[config.mk]
export PLATFORM = sky130hd
export DESIGN_NAME = otn_frame_ack_gen
export DESIGN_NICKNAME = d
export VERILOG_FILES = /design/src/rtl/otn_frame_ack_gen.sv
export SDC_FILE = /design/constraint.sdc
export NUM_CORES = 1
export LEC_CHECK = 0
export ABC_CLOCK_PERIOD_IN_PS = 3700
export CORE_ASPECT_RATIO = 0.7
export CORE_UTILIZATION = 50
export CTS_CLUSTER_SIZE = 20
export DETAILED_ROUTE_END_ITERATION = 6
export HOLD_SLACK_MARGIN = 0.03
export PLACE_DENSITY_LB_ADDON = 0.25
export RECOVER_POWER = 25
export REMOVE_ABC_BUFFERS = 1
export SLEW_MARGIN = 15
export SYNTH_ARGS = -nofsm -noshare
export SYNTH_HDL_FRONTEND = slang
export SYNTH_SLANG_ARGS = --single-unit
[constraint.sdc]
create_clock -name i_clk -period 3.7 [get_ports i_clk]
set_clock_uncertainty 0.05 [all_clocks]
set_input_delay 0.74 -clock i_clk [delete_from_list [all_inputs] [get_ports i_clk]]
set_output_delay 0.74 -clock i_clk [all_outputs]
set_load 0.02 [all_outputs]
[src/rtl/otn_frame_ack_gen.sv]
// rtl/otn_frame_ack_gen.sv - OTN far-end frame checker with serial BIP-8 ACK return
//
// Consumes the serial OTN frame stream, hunts for the frame alignment word,
// folds the payload into a BIP-8, compares it against the trailer byte and,
// when ARQ is enabled, returns a start/ack/stop symbol sequence on the ACK line.
//
// Ports:
//   i_clk            clock
//   i_rst            asynchronous active-high reset
//   i_otn_rx_data    serial frame bit, MSB first
//   i_otn_rx_valid   i_otn_rx_data is accepted this cycle
//   i_arq_en         1 = send ACK sequence after each checked frame
//   o_otn_tx_ack     serial ACK line, idle high
//   o_frame_good     one-cycle pulse, frame passed BIP-8
//   o_frame_bad      one-cycle pulse, frame failed BIP-8
//   o_frame_count    frames checked, saturating
//   o_err_count      bad frames, saturating
//   o_busy           high in every state except HUNT

module otn_frame_ack_gen #(
    parameter logic [47:0] FAS_PATTERN  = 48'hF6F6F6282828,
    parameter int          PAYLOAD_BITS = 33256,
    parameter int          BIT_CYCLES   = 1
) (
    input  logic        i_clk,
    input  logic        i_rst,
    input  logic        i_otn_rx_data,
    input  logic        i_otn_rx_valid,
    input  logic        i_arq_en,
    output logic        o_otn_tx_ack,
    output logic        o_frame_good,
    output logic        o_frame_bad,
    output logic [15:0] o_frame_count,
    output logic [15:0] o_err_count,
    output logic        o_busy
);

    // The bit counter also walks the 8 trailer bits, so it is never narrower than 3 bits.
    localparam int CNT_RAW = $clog2(PAYLOAD_BITS + 1);
    localparam int CNT_W   = (CNT_RAW < 3) ? 3 : CNT_RAW;
    localparam int SYM_W   = (BIT_CYCLES > 1) ? $clog2(BIT_CYCLES) : 1;

    localparam logic [CNT_W-1:0] CNT_LAST = CNT_W'(PAYLOAD_BITS - 1);
    localparam logic [SYM_W-1:0] SYM_LAST = SYM_W'(BIT_CYCLES - 1);

    typedef enum logic [2:0] {
        HUNT,
        PAYLOAD,
        TRAILER,
        CHECK,
        ACK_START,
        ACK_BIT,
        ACK_STOP
    } state_t;

    state_t           state_q;
    logic [47:0]      fas_q;
    logic [CNT_W-1:0] cnt_q;
    logic [7:0]       bip_q;
    logic [7:0]       trl_q;
    logic [SYM_W-1:0] sym_q;
    logic             good_q;
    logic             ack_q;
    logic             frame_good_q;
    logic             frame_bad_q;
    logic [15:0]      frame_count_q;
    logic [15:0]      err_count_q;
    logic             busy_q;

    // Next-state helpers for the accepted-bit datapaths.
    logic [47:0]      fas_d;
    logic [7:0]       bip_d;
    logic [7:0]       trl_d;
    logic [15:0]      frame_count_d;
    logic [15:0]      err_count_d;
    logic             frame_ok;
    logic             sym_done;

    always_comb begin
        fas_d = {fas_q[46:0], i_otn_rx_data};
        trl_d = {trl_q[6:0], i_otn_rx_data};

        // Payload bytes fold MSB-aligned: bit 0 of each byte lands on BIP[7].
        bip_d = bip_q;
        bip_d[3'd7 - cnt_q[2:0]] = bip_q[3'd7 - cnt_q[2:0]] ^ i_otn_rx_data;

        frame_count_d = (frame_count_q == 16'hFFFF) ? frame_count_q : frame_count_q + 16'd1;
        err_count_d   = (err_count_q   == 16'hFFFF) ? err_count_q   : err_count_q   + 16'd1;

        frame_ok = (trl_q == bip_q);
        sym_done = (sym_q == SYM_LAST);
    end

    always_ff @(posedge i_clk or posedge i_rst) begin
        if (i_rst) begin
            state_q       <= HUNT;
            fas_q         <= 48'd0;
            cnt_q         <= '0;
            bip_q         <= 8'd0;
            trl_q         <= 8'd0;
            sym_q         <= '0;
            good_q        <= 1'b0;
            ack_q         <= 1'b1;
            frame_good_q  <= 1'b0;
            frame_bad_q   <= 1'b0;
            frame_count_q <= 16'd0;
            err_count_q   <= 16'd0;
            busy_q        <= 1'b0;
        end else begin
            frame_good_q <= 1'b0;
            frame_bad_q  <= 1'b0;

            case (state_q)
                HUNT: begin
                    if (i_otn_rx_valid) begin
                        fas_q <= fas_d;
                        if (fas_d == FAS_PATTERN) begin
                            state_q <= PAYLOAD;
                            cnt_q   <= '0;
                            bip_q   <= 8'd0;
                            busy_q  <= 1'b1;
                        end
                    end
                end

                PAYLOAD: begin
                    if (i_otn_rx_valid) begin
                        bip_q <= bip_d;
                        if (cnt_q == CNT_LAST) begin
                            cnt_q   <= '0;
                            state_q <= TRAILER;
                        end else begin
                            cnt_q <= cnt_q + CNT_W'(1);
                        end
                    end
                end

                TRAILER: begin
                    if (i_otn_rx_valid) begin
                        trl_q <= trl_d;
                        if (cnt_q[2:0] == 3'd7) begin
                            cnt_q   <= '0;
                            state_q <= CHECK;
                        end else begin
                            cnt_q <= cnt_q + CNT_W'(1);
                        end
                    end
                end

                CHECK: begin
                    // Input is ignored here; the verdict is latched for the ACK symbol.
                    good_q        <= frame_ok;
                    frame_good_q  <= frame_ok;
                    frame_bad_q   <= ~frame_ok;
                    frame_count_q <= frame_count_d;
                    if (!frame_ok) begin
                        err_count_q <= err_count_d;
                    end
                    if (i_arq_en) begin
                        state_q <= ACK_START;
                        ack_q   <= 1'b0;
                        sym_q   <= '0;
                    end else begin
                        state_q <= HUNT;
                        busy_q  <= 1'b0;
                        fas_q   <= 48'd0;
                    end
                end

                ACK_START: begin
                    if (sym_done) begin
                        sym_q   <= '0;
                        state_q <= ACK_BIT;
                        ack_q   <= good_q;
                    end else begin
                        sym_q <= sym_q + SYM_W'(1);
                    end
                end

                ACK_BIT: begin
                    if (sym_done) begin
                        sym_q   <= '0;
                        state_q <= ACK_STOP;
                        ack_q   <= 1'b0;
                    end else begin
                        sym_q <= sym_q + SYM_W'(1);
                    end
                end

                ACK_STOP: begin
                    if (sym_done) begin
                        sym_q   <= '0;
                        state_q <= HUNT;
                        ack_q   <= 1'b1;
                        busy_q  <= 1'b0;
                        // Realignment must see a full fresh FAS word.
                        fas_q   <= 48'd0;
                    end else begin
                        sym_q <= sym_q + SYM_W'(1);
                    end
                end

                default: begin
                    state_q <= HUNT;
                    ack_q   <= 1'b1;
                    busy_q  <= 1'b0;
                    fas_q   <= 48'd0;
                end
            endcase
        end
    end

    assign o_otn_tx_ack  = ack_q;
    assign o_frame_good  = frame_good_q;
    assign o_frame_bad   = frame_bad_q;
    assign o_frame_count = frame_count_q;
    assign o_err_count   = err_count_q;
    assign o_busy        = busy_q;

endmodule

=== Yosys cells after proc, flatten, opt, wreduce, memory -nomap -nowiden ===
Cells that the tools add are included.

* Bits in read-only memories: 0
* Bits in latches: 0
* Word-level logic and storage cells: 111
* Memory bits (writable): 0
* Register bits: 120
* Memories kept: 0

* Reduce and logical (&&, ||, !) cells: 18
* $lt $le $gt $ge: 2
* Bitwise operators: 6
* $mul: 0
* Shifts and indexed selects: 0
* $add $sub $neg: 5
* Equal/unequal tests: 23
* Mux-type cells: 44
* Div/mod/pow operators: 0

{| class="wikitable"
|+ Operators with widths
! cell !! count
|-
| 47-bit case mux with 4 select lines || 1
|-
| 47-bit 2-to-1 mux || 3
|-
| 16-bit 2-to-1 mux || 6
|-
| 16-bit by 1-bit adder with 16-bit output, second input constant || 3
|-
| 16-bit equality test, second input constant || 3
|-
| 48-bit equality test, second input constant || 1
|-
| 16-bit case mux with 3 select lines || 1
|-
| 3-bit 2-to-1 mux || 10
|-
| 8-bit 2-to-1 mux || 3
|-
| 2-bit inequality test, second input constant || 11
|-
| 3-bit case mux with 7 select lines || 1
|-
| 8-bit case mux with 2 select lines || 1
|-
| 5-bit AND reduction || 3
|-
| 3-bit equality test, second input constant || 4
|-
| 1-bit 2-to-1 mux || 12
|-
| 9-bit AND reduction || 1
|-
| 8-bit bitwise mux || 1
|-
| 8-bit equality test || 1
|-
| 4-bit AND reduction || 2
|-
| 3-bit by 2-bit equality test with 1-bit output, second input constant || 2
|-
| 2-bit AND reduction || 3
|-
| 3-bit OR reduction || 2
|-
| 1-bit NOT || 5
|-
| 1-bit case mux with 5 select lines || 1
|-
| other kinds (16) || 17
|}

=== Logic depth before layout (Yosys ltp) ===
Gate-level depths: netlist of the first run.

* Depth after elaboration: 8
* Depth in mapped cells: 9
* Gate-level depth less buffers: 7

=== Worst setup path before layout of the first run ===
Ideal clock, no wire load.

* Path type: input-to-reg
* From: input port i_otn_rx_data
* To: register cnt_q[11]
* Arrival: 2.629 ns
* Setup slack: 0.943 ns
* Stages: 7
* Cell sequence: or4b_1 > nor4_1 > nand4_1 > a21o_1 > buf_6 > or4_1 > a21oi_1

* Cells in the longest elaborated chain, start to end: 3

{| class="wikitable"
|+ RTL lines
! element !! RTL line !! RTL
|-
| start, declared || 27 || <nowiki>input logic i_otn_rx_data,</nowiki>
|-
| 48-bit equality test || 117 || <nowiki>if (fas_d == FAS_PATTERN) begin</nowiki>
|-
| 2-bit inequality test (no line) || - ||
|-
| 5-bit AND reduction (no line) || - ||
|-
| end signal, assigned || 133 || <nowiki>cnt_q <= cnt_q + CNT_W'(1);</nowiki>
|-
| end signal, assigned || 145 || <nowiki>cnt_q <= cnt_q + CNT_W'(1);</nowiki>
|-
| end, declared || 58 || <nowiki>logic [CNT_W-1:0] cnt_q;</nowiki>
|}

Every way passes these cells.
A chain may end at the register's enable or synchronous reset.

=== Final worst setup path of the first run ===
Same ends and word-level chain as after synthesis.

==> results of run 1 <==
-- critical path, delay by kind of cell --
| kind | cells | cell delay (ns) |
|---|---|---|
| AO/OA/AOI/OAI | 2 | 0.55 |
| AND/OR/NAND/NOR | 4 | 1.51 |
| buffers and inverters | 1 | 0.48 |
-- Yosys cell counts, types with 5 or more instances --
master,number
nand2_1,128
dfrtp_1,118
inv_1,12
o21ai_0,24
a21oi_1,13
mux2_2,10
nor2_1,31
xnor2_1,33
nand3b_1,5
nor4_1,6
clkbuf_1,26
nand3_1,64
xor2_1,7
and3_1,11
o31ai_1,7
nand4_1,16
nor3_1,15
a22o_1,6
-- through the flow --
step | total power, uW | setup TNS, ns | hold slack [ns] | cell area [um^2]
after floorplan | 2480 | -41.65 | 0.389 | 5500
after global placement | 2900 | 0 | 0.404 | 6180
after detailed placement | 2940 | 0 | 0.408 | 6180
after CTS | 4610 | 0 | 0.420 | 6770
after global routing | 4830 | 0 | 0.463 | 6770
final | 4590 | 0 | 0.420 | 6770
-- kinds of logic (layout without fill, tap and decap cells) --
logic type	count (synthesis)	in the layout	synth area share, %
xor+xnor	40	40	6.24
compound gates	69	69	7.91
fa+ha+maj	4	4	0.891
simple gates	308	308	26.6
mux	12	12	2.36
buf+inv	42	92	2.94
flops	119	119	53.0
-- metal layers --
layer / part of all wire, % / GRT usage (%)
met5: 0 / 0
met1: 50 / 32.5
met2: 46 / 32.3
met3: 2.7 / 4.09
met4: 1.3 / 7.75
-- layout by cell type, fill, tap and decap left out, types with 13 or more instances in the layout --
master           count
nand3_1             64
o21ai_0             24
dfrtp_1            118
a21oi_1             13
nor2_1              31
clkbuf_16           17
clkdlybuf4s50_1     39
xnor2_1             33
nand2_1            128
nor3_1              14
nand4_1             16
-- power by group through the flow --
stage | clock (uW) | combinational, uW | sequential, uW
4_1_cts | 1660 | 1220 | 1730
3_3_place_gp | 0 | 1170 | 1730
6_report | 1640 | 1220 | 1730
5_1_grt | 1720 | 1340 | 1760
3_5_place_dp | 0 | 1200 | 1740
2_1_floorplan | 0 | 752 | 1730
-- cell type report --
type / count / share of cell area, %
Multi-Input combinational cell: 433 / 36.8
Tap cell: 148 / 2.73
Sequential cell: 119 / 44.0
Clock buffer: 22 / 6.85
Clock inverter: 9 / 1.85
Timing Repair Buffer: 49 / 7.09
Inverter: 12 / 0.684
-- path summary, 6_finish.rpt --
check	startpoint	end	depth (start not counted)	slack (ns)
worst max register to register	fas_q[19]$_DFFE_PP0P_	cnt_q[11]$_DFFE_PP0P_	6	0.82
min in group asynchronous	i_rst	fas_q[10]$_DFFE_PP0P_	2	1.37
worst min register to register	fas_q[46]$_DFFE_PP0P_	fas_q[46]$_DFFE_PP0P_	2	0.42
worst max-delay path	i_otn_rx_data	cnt_q[11]$_DFFE_PP0P_	7	0.68
worst min-delay path	fas_q[46]$_DFFE_PP0P_	fas_q[46]$_DFFE_PP0P_	2	0.42
max in group asynchronous	i_rst	state_q[1]$_DFFE_PP0P_	3	1.11
-- state kept, by name, indices dropped and copies added (netlist names) --
| signal | cells |
|---|---|
| cnt_q | 16 |
| bip_q | 8 |
| o_busy | 1 |
| o_frame_good | 1 |
| good_q | 1 |
| o_otn_tx_ack | 1 |
| o_err_count | 16 |
| state_q | 3 |
| o_frame_count | 16 |
| o_frame_bad | 1 |
| trl_q | 8 |
| fas_q | 47 |
==> results.md, run 1 <==
* Die Area at 11700 um^2
* Slowest cell on the critical path: or4_1
* Int Pwr at 3000 uW
* Crit Path Class: in2reg
* Area Overhead vs Synth at 20.6%
* Clock network fraction of design power at 35.8%
* Max Fclk at 331 MHz
* Core Area at 10600 um^2
* Static Leakage at 0.00309 uW
* Mapped Area at 5620 um^2
* Post-CTS resize count at 0
* Routed Antenna Nets at 0
* Synth Flop Type: dfrtp_1
* Synth area leader: dfrtp_1
* Initial core utilization at 52.9%
* Yosys reg bits at 119
* RSZ-0062 raised after global routing: false
* Vias in the first global route at 4141
* Storage cell area at 2980 um^2
* HPWL after detailed placement at 7720 um
* Synth cell types at 53
* Worst Tran Pin Value at 2.29 ns
* Synth async-reset ratio at 100%
* Flop pwr share at 37.7%
* # DRC at 0
* Final setup margin at 0.681 ns
* CTS Buf Count at 17
* Largest net degree at the start of global routing at 52
* Psw at 1590 uW
* Final non-filler cell total at 792
* Worst stage delay on the critical path at 0.57 ns
* Die Span X at 129 um
* MaxCap Viol Count at 1
* Setup violators final at 0
* Worst path arrival time at 3.29 ns
* Number of buffers added on ports at 40
* Comb power frac at 26.5%
* Max Root-Sink Buffers at 2
* Max rail drop VDD at 427 uV
* Filler cell count at 868
* Crit-path cells: clkdlybuf4s50_1 > or4b_1 > nor4_1 > nand4_1 > a21o_1 > or4_1 > a21oi_1
* CTS Root Cell: clkbuf_16
* Startpoint types: input pin
* Post-Route WL at 12200 um
* Required time of the critical path at 3.97 ns
* Max-slew violation count at 51
* Failing checks: capacitance limit, slew limit
* PwrDens at 678 nW/um^2
* Area of the multi-input gates at 2490 um^2
* Routed WL per cell at 15.4 um
* RePlAce Congestion at 0.817
* Area share of the largest cell type after synthesis at 52.6%
* Die Y-Extent at 90.7 um
* Hold_buf cts at 0
* Final Hold Viols at 0
* Initial antenna violation count at 0
* Seq/Total Area, Yosys at 53.0%
* Worst setup EP type: flip-flop
* Worst-path clk slew at 0.05 ns
* Max-slew headroom at the worst pin at -53.6%
* Starting DRC count in detailed routing at 306
* Setup bufs post-CTS at 0
* Diode count at 0
* Number of I/O pins at 41
* Clock sinks at 119
* Layout cells sized above 1 at 8.54%
* Drt pass-1 iters at 5
* TritonCTS clock tree: done
* Status: finished, violations left
* Post-synth EDFFs at 0
* Final net count at 641
* Via density per instance at 5.60
* H-tree Lvls at 4
* Min Tclk post-route at 3.02 ns
* Period utilization at 81.6%
* Switching share of power at 34.6%
* HP Class: reg2reg
* Ranking of synthesized cells by area: dfrtp_1 53%, nand2_1 8.6%, nand3_1 5.7%
* Placed cells at 761
* Clock latency on the worst-skew pair at 0.40 ns
* Number of cell rows at 31
* Avg Cell Area, Syn at 9.46 um^2
* Cells after Synth at 594
* Synthesis warning total at 0
* Wire length of the first global-routing pass at 20400 um
* Vias at 4438
* Place WS at 0.289 ns
* Worst-path maximum fanout at 18
* Final core utilization at 63.7%
* GRT Util Overall at 22.1%
* Total gr overflow at 0
No activity file was read; power rests on OpenSTA's default activity.
==> inputs of run 2 (changes only) <==
--- a/config.mk
+++ b/config.mk
@@ -5,7 +5,7 @@
 export SDC_FILE = /design/constraint.sdc
 export NUM_CORES = 1
 export LEC_CHECK = 0
-export ABC_CLOCK_PERIOD_IN_PS = 3700
+export ABC_CLOCK_PERIOD_IN_PS = 3100
 export CORE_ASPECT_RATIO = 0.7
 export CORE_UTILIZATION = 50
 export CTS_CLUSTER_SIZE = 20
==> constraint.sdc (replaced) <==
create_clock -name i_clk -period 3.1 [get_ports i_clk]
set_clock_uncertainty 0.05 [all_clocks]
set_input_delay 0.62 -clock i_clk [delete_from_list [all_inputs] [get_ports i_clk]]
set_output_delay 0.62 -clock i_clk [all_outputs]
set_load 0.02 [all_outputs]
==> results.md, run 2 (synthesis results as in run 1) <==
* Starting DRC count in detailed routing at 432
* # DRC at 0
* Max-slew headroom at the worst pin at -18.3%
* Most common cell after layout, fill and taps aside: nand2_1
* Worst-path clk slew at 0.05 ns
* Crit Path Class: in2reg
* Hold_buf cts at 0
* CP Buf/Inv Count at 1
* Routed Antenna Nets at 0
* Core Area at 10600 um^2
* Largest Register: fas_q
* Min-delay src: fas_q[42]$_DFFE_PP0P_
* Die Y-Extent at 90.7 um
* Final net count at 652
* Worst-path maximum fanout at 8
* GRT Util Overall at 23.7%
* CP delay by family, top: simple AND/OR/NAND/NOR gates
* Largest register FFs at 47
* Number of cell rows at 31
* Int Pwr at 3750 uW
* HP Class: reg2reg
* Number of I/O pins at 41
* CTS Buf Count at 17
* Final Hold Viols at 0
* Wire length of the first global-routing pass at 21800 um
* Period utilization at 90.7%
* Routed WL per cell at 15.6 um
* Max Fclk at 355 MHz
* H-tree Lvls at 4
* Initial antenna violation count at 0
* Crit path from: i_otn_rx_data
* Max Root-Sink Buffers at 2
* Via density per instance at 5.62
* Post-Route WL at 12500 um
* RSZ-0062 raised after global routing: false
* CTS Root Cell: clkbuf_16
* Max-slew violation count at 46
* Die Area at 11700 um^2
* Critical R2R Launch: fas_q[19]$_DFFE_PP0P_
* TritonCTS clock tree: done
* Worst setup EP type: flip-flop
* PwrDens at 827 nW/um^2
* Worst Tran Pin Value at 1.77 ns
* Vias in the first global route at 4366
* Clock sinks at 119
* Layout cells sized above 1 at 9.92%
* Setup bufs post-CTS at 0
* Min Tclk post-route at 2.81 ns
* Startpoint types: input pin
* RePlAce Congestion at 0.789
* Placed cells at 772
* HPWL after detailed placement at 8180 um
* Final non-filler cell total at 803
* Post-CTS resize count at 0
* Number of buffers added on ports at 40
* Worst path arrival time at 3.09 ns
* Status: finished, violations left
* Psw at 1940 uW
* Worst stage delay on the critical path at 0.52 ns
* Total gr overflow at 0
* Largest net degree at the start of global routing at 48
* Static Leakage at 0.00318 uW
* Vias at 4511
* Drt pass-1 iters at 5
* Crit-path cells: clkdlybuf4s50_1 > or4b_1 > nor4_1 > nand4_1 > a21o_1 > or4_1 > a21oi_1
* Required time of the critical path at 3.38 ns
* Initial core utilization at 52.9%
* Flop pwr share at 35.1%
* Clock network fraction of design power at 36.0%
* Comb power frac at 28.8%
* Setup violators final at 0
* Clock latency on the worst-skew pair at 0.41 ns
* Die Span X at 129 um
* Slowest cell on the critical path: or4_1
* Most frequent cells in the layout: 128 x nand2_1, 118 x dfrtp_1, 64 x nand3_1, 38 x clkdlybuf4s50_1, 33 x xnor2_1
* Diode count at 0
* Max rail drop VDD at 543 uV
* Final core utilization at 64.8%
* MaxCap Viol Count at 1
* Switching share of power at 34.1%
* Area Overhead vs Synth at 22.6%
* Failing checks: capacitance limit, slew limit
run 2: cell types whose count changed in the layout (fill, tap and decap cells not counted), sizes merged:
cell           before  now
clkbuf             22   23
buf                 9   19
clkinv              4    5
bufinv              3    4
clkdlybuf4s50      39   38
dlygate4sd3         1    2
inv                11   12
clkinvlp            3    0
run 2: path summary, 6_finish.rpt:
check	cells after the start	slack (ns)	end
worst min register to register	2	0.43	fas_q[42]$_DFFE_PP0P_
max in group asynchronous	3	0.65	o_frame_count[7]$_DFFE_PP0P_
worst min-delay path	2	0.43	fas_q[42]$_DFFE_PP0P_
worst max register to register	6	0.31	cnt_q[11]$_DFFE_PP0P_
min in group asynchronous	2	1.17	o_frame_count[3]$_DFFE_PP0P_
worst max-delay path	7	0.29	cnt_q[11]$_DFFE_PP0P_
run 2: power groups by stage:
stage	Clock (uW)	Combinational (uW)	Sequential (uW)
2_1_floorplan	0	897	2070
6_report	2050	1640	2000
3_3_place_gp	0	1550	2000
5_1_grt	2150	1800	2040
3_5_place_dp	0	1610	2020
4_1_cts	2080	1640	2000
run 2: metrics by stage:
step	setup TNS [ns]	hold slack (ns)	total power (uW)	worst slack, ns	instance area, um^2
4_1_cts	0	0.432	5710	0.304	6890
6_report	0	0.430	5690	0.287	6890
2_1_floorplan	-130.45	0.389	2970	-1.09	5500
3_5_place_dp	-0.420	0.420	3630	-0.0827	6280
3_3_place_gp	-0.261	0.407	3550	-0.0634	6280
5_1_grt	0	0.451	5980	0.0928	6890
run 2: area by class of cell:
| type | count | area [um^2] |
|---|---|---|
| inverters | 12 | 45.0 |
| clock buffers | 22 | 464 |
| fillers | 865 | 3740 |
| well taps | 148 | 185 |
| clock inverters | 9 | 149 |
| multi-input cells | 433 | 2490 |
| flip-flops and latches | 119 | 2980 |
| repair buffers | 60 | 573 |
run 2: worst reg2reg max path, cell delays in order (launching register included):
cell and delay, ns:
dfrtp_1 0.42, or4bb_1 0.51, nor4_1 0.45, nand4_1 0.27
a21o_1 0.33, or4_1 0.52, a21oi_1 0.17
run 2: metal layers:
metal  part of all wire [%]  wire length [um]  global-route usage, %  vias to the layer above
met5                      0                 0                      0                        -
met1                     49              6090                   33.7                     2212
met4                    1.8               230                   9.71                        0
met3                    3.9               484                   4.98                       22
li1                       -                 -                      -                     2175
met2                     46              5710                   35.3                      102
